[src/rtl/ber_delay_line.sv]
// Reference PRBS delay line: tap p is the reference delayed by p valid
// samples, tap 0 being the live input bit.
module ber_delay_line #(
  parameter int unsigned DEPTH = 1024
) (
  input  logic                     clock,
  input  logic                     i_reset,
  input  logic                     i_shift,
  input  logic                     i_bit,
  input  logic [$clog2(DEPTH)-1:0] i_sel,
  output logic                     o_tap
);

  logic [DEPTH-2:0] history;
  logic [DEPTH-1:0] taps;

  always_ff @(posedge clock) begin
    if (i_reset) begin
      history <= '0;
    end else if (i_shift) begin
      history <= {history[DEPTH-3:0], i_bit};
    end
  end

  assign taps  = {history, i_bit};
  assign o_tap = taps[i_sel];

endmodule

[config.mk]
export PLATFORM = sky130hd
export DESIGN_NAME = ber_delay_line
export DESIGN_NICKNAME = d
export VERILOG_FILES = /design/src/rtl/ber_delay_line.sv
export SDC_FILE = /design/constraint.sdc
export NUM_CORES = 2
export LEC_CHECK = 0
export BUFFER_PORTS_ARGS = -buffer_cell sky130_fd_sc_hd__buf_2
export CORE_MARGIN = 5
export CORE_UTILIZATION = 40
export CTS_BUF_LIST = sky130_fd_sc_hd__clkbuf_4
export CTS_CLUSTER_SIZE = 24
export DETAILED_ROUTE_END_ITERATION = 12
export HOLD_SLACK_MARGIN = 0.06
export PLACE_DENSITY = 0.62
export SETUP_SLACK_MARGIN = 0.5
export SYNTH_ARGS = -nofsm -noshare
export SYNTH_HDL_FRONTEND = slang
export SYNTH_SLANG_ARGS = --single-unit
[constraint.sdc]
create_clock -name clock -period 2.89 [get_ports clock]
set_clock_uncertainty 0.1 [all_clocks]
set_input_delay 0.1445 -clock clock [delete_from_list [all_inputs] [get_ports clock]]
set_output_delay 0.1445 -clock clock [all_outputs]
set_load 0.05 [all_outputs]
==> flow_summary.yaml <==
power_and_ir_drop:
  ir_drop_uv: 351
  combPwrFrac_pct: 7.0
  switchingPower_mw: 6.95
  p_total_mw: 28.7
  p_int_mw: 21.8
  p_leak_nw: 22.9
  pwr-share-seq_pct: 49.1
  p_clk_share_pct: 43.9
  p_sw_share_pct: 24.2
  pwr_density_cell_nw_per_um2: 547
timing:
  rsz0062_at_grt: "true"
  fin_crit_ns: 4.07
  worst_slack_ns: -1.18
  drv_slew: 0
  worst-slew-pin-transition_ns: 1.02
  timing.final.crit_share_pct: 141
  setup_violations: 1
  hold_slack_ns: 0.192
  relSlewSlack_pct: 31.8
  fmax_mhz: 246
  hold_viol: 0
die:
  initial_utilization_pct: 40.4
  rows: 121
  top_level_ports: 15
  die_w_um: 342
  die_h_um: 342
  core-area_um2: 109000
  die_area_um2: 117000
cells_and_area:
  largestRegisters: "history (1023)"
  final_layout_size_suffix_gt1_share_pct: 24.3
  syn2layout_area_growth_pct: 18.8
  largest_reg_flops: 1023
  largest_register: "history"
  layout_common_cells: "1152 x mux2i_1, 1054 x nor2_1, 1019 x dfxtp_1, 407 x clkbuf_4, 401 x buf_4"
  fin_nets: 4516
  stdcell_count: 6149
  fillers: 10100
  mostFrequentLayoutCell: "mux2i_1"
critical_path:
  path_cells: "mux4_2, mux4_2, nor2b_4, a2111oi_4, buf_4, nor4_4, a32oi_2, o2111ai_4, buf_6"
  startpoint_type: "register"
  required_ns: 2.65
  crit_arrival_ns: 3.82
  crit_slowest_cell: "mux4_2"
  crit_type: "reg2out"
  r2r_start: "history[0]"
  crit_top_cell: "mux4_2"
  ff2ff_setup_slack_ns: 1.04
  r2r_cells: 4
  cpPeakStageDelay_ns: 0.53
  r2r_end: "history[0]"
  cp-end-kind: "output pin"
  crit_fanout: 2
global_route:
  grt_pass1_wl_um: 170000
  antenna_found_initial: 5
  use_met3_pct: 3.25
  met1_usage_pct: 24.2
  use_met2_pct: 27.7
  grt_overflow: 0
  grt_pass1_vias: 31800
  track_usage_pct: 17.5
  grt_start_max_net_pins: 147
  top_usage_layer: "met2"
synth:
  ys_seq_elements: 1023
  ys.flop_type: "dfxtp_1"
  synthesis.area_um2: 44100
  yosys.area.top_type_share_pct: 46.4
  synth_fp_nets: 4069
  synth_area_leaders: "dfxtp_1 46%, mux2i_1 26%, mux4_2 11%, nor2_1 9.0%, clkbuf_1 1.5%"
  yosysWarnings: 0
  seq_area_frac_synth_pct: 46.4
  synth_cell_types: 57
  postSynthCellCount: 4055
  yosys.area.top_type: "dfxtp_1"
  synth-edff-count: 0
  async_flop_share_pct: 0
  synth.avg_cell_area_um2: 10.9
run_status:
  violations: "negative setup slack"
  outcome: "finished with violations"
placed_design:
  gp_congestion: 0.775
  io_buffers: 14
  dp_cells: 5679
  dp_hpwl_um: 66700
clock_tree:
  cts_sinks: 1023
  clockBufferDepth: 4
  cts_buffers: 286
  htreeDepth: 5
  cts_root_buf: "clkbuf_4"
  tritoncts: "built"
  clk_latency_ns: 1.13
  cts.clk_slew.worst_paths_ns: 0.07
flow_run:
  maxCapViolations: 0
routing:
  vias: 31300
  drt_iter0_drc: 1650
  detail-route-antenna-nets: 0
  detailedRoute.firstPassIterationCount: 7
  drc_errors: 0
  drt-total-wl_um: 103000
  wl_per_cell_um: 16.7
  vias_per_cell: 5.09
worst_hold_path:
  whs_endpoint: "history[755]"
  min_from: "i_shift"
  min_delay_path_depth: 5
  min_path_type: "in2reg"
-- area by class of cell --
cell class | count | area [um^2] | share of cell area (%)
timing repair buffer | 483 | 4400 | 8.39
clock buffer | 407 | 3060 | 5.83
multi-input combinational | 2702 | 22300 | 42.5
sequential | 1023 | 20500 | 39.1
clock inverter | 46 | 310 | 0.592
tap | 1476 | 1850 | 3.52
antenna | 6 | 15.0 | 0.0286
inverter | 6 | 22.5 | 0.0429
-- cell usage after synthesis (5+ instances only) --
library cell     n
mux2i_1       1152
nor2_1        1054
dfxtp_1       1023
mux4_2         212
clkbuf_1       173
buf_1           89
nand2_1         33
a22oi_1         31
o221ai_1        30
a21oi_1         26
buf_2           26
o22ai_1         23
buf_6           19
nor3_1          14
nand3_1         13
nor2b_1         12
o21ai_0         12
buf_4           11
a211oi_1         8
a221oi_1         8
nand2b_1         8
a22o_1           6
nand4_1          6
nor4_1           5
o211ai_1         5
-- power groups by stage --
stage / clock [mW] / sequential (mW) / combinational, mW
2_1_floorplan: 0 / 14.4 / 1.34
3_3_place_gp: 0 / 14.4 / 1.96
3_5_place_dp: 0 / 14.4 / 1.96
4_1_cts: 13.1 / 14.1 / 2.01
5_1_grt: 13.9 / 14.1 / 2.10
6_report: 12.6 / 14.1 / 2.00
-- per-stage QoR --
stage | utilization, % | setup TNS (ns) | setup slack [ns] | instance area, um^2
after global placement | 44.7 | -0.835 | -0.835 | 48800
after detailed placement | 44.7 | -0.843 | -0.843 | 48800
after floorplan | - | 0 | 0.153 | 44200
final | 48.0 | -1.18 | -1.18 | 52400
after global routing | 48.0 | -1.36 | -1.36 | 52400
after CTS | 48.0 | -1.31 | -1.31 | 52400
-- repair_timing --
action,4_1_cts,5_1_grt
gates cloned,0,0
endpoints found under the hold margin,1023,0
endpoints found under the setup margin,1,1
setup buffers,0,0
resized for setup,25,8
hold buffers,11,0
pin swaps,11,4
-- layer usage --
layer,part of all wire (%),up-vias
li1,-,15400
met1,48,15200
met2,46,552
met3,3.8,177
met4,2.3,0
met5,0,-
-- worst max path at each step --
stage,from,to,cells after the start
floorplan,i_sel[0],o_tap,12
global placement,i_sel[0],o_tap,13
detailed placement,i_sel[0],o_tap,13
CTS,history[809],o_tap,10
global route,history[943],o_tap,9
finish,history[958],o_tap,9
-- critical path, delay by kind of cell (launching register included) --
family                 cells  cell delay (ns)
AO/OA/AOI/OAI              3             0.77
buffers and inverters      2             0.43
flip-flops                 1             0.33
AND/OR/NAND/NOR            2             0.24
multiplexers               2             0.98
-- kinds of logic after synthesis --
group	after synthesis	synth area share (%)
buffers and inverters	330	3.47
DFF	1023	46.4
and+or+nand+nor	1160	10.2
muxes	1364	37.0
AOI/OAI and AO/OA	178	2.92
(Power assumes the default switching activity.)
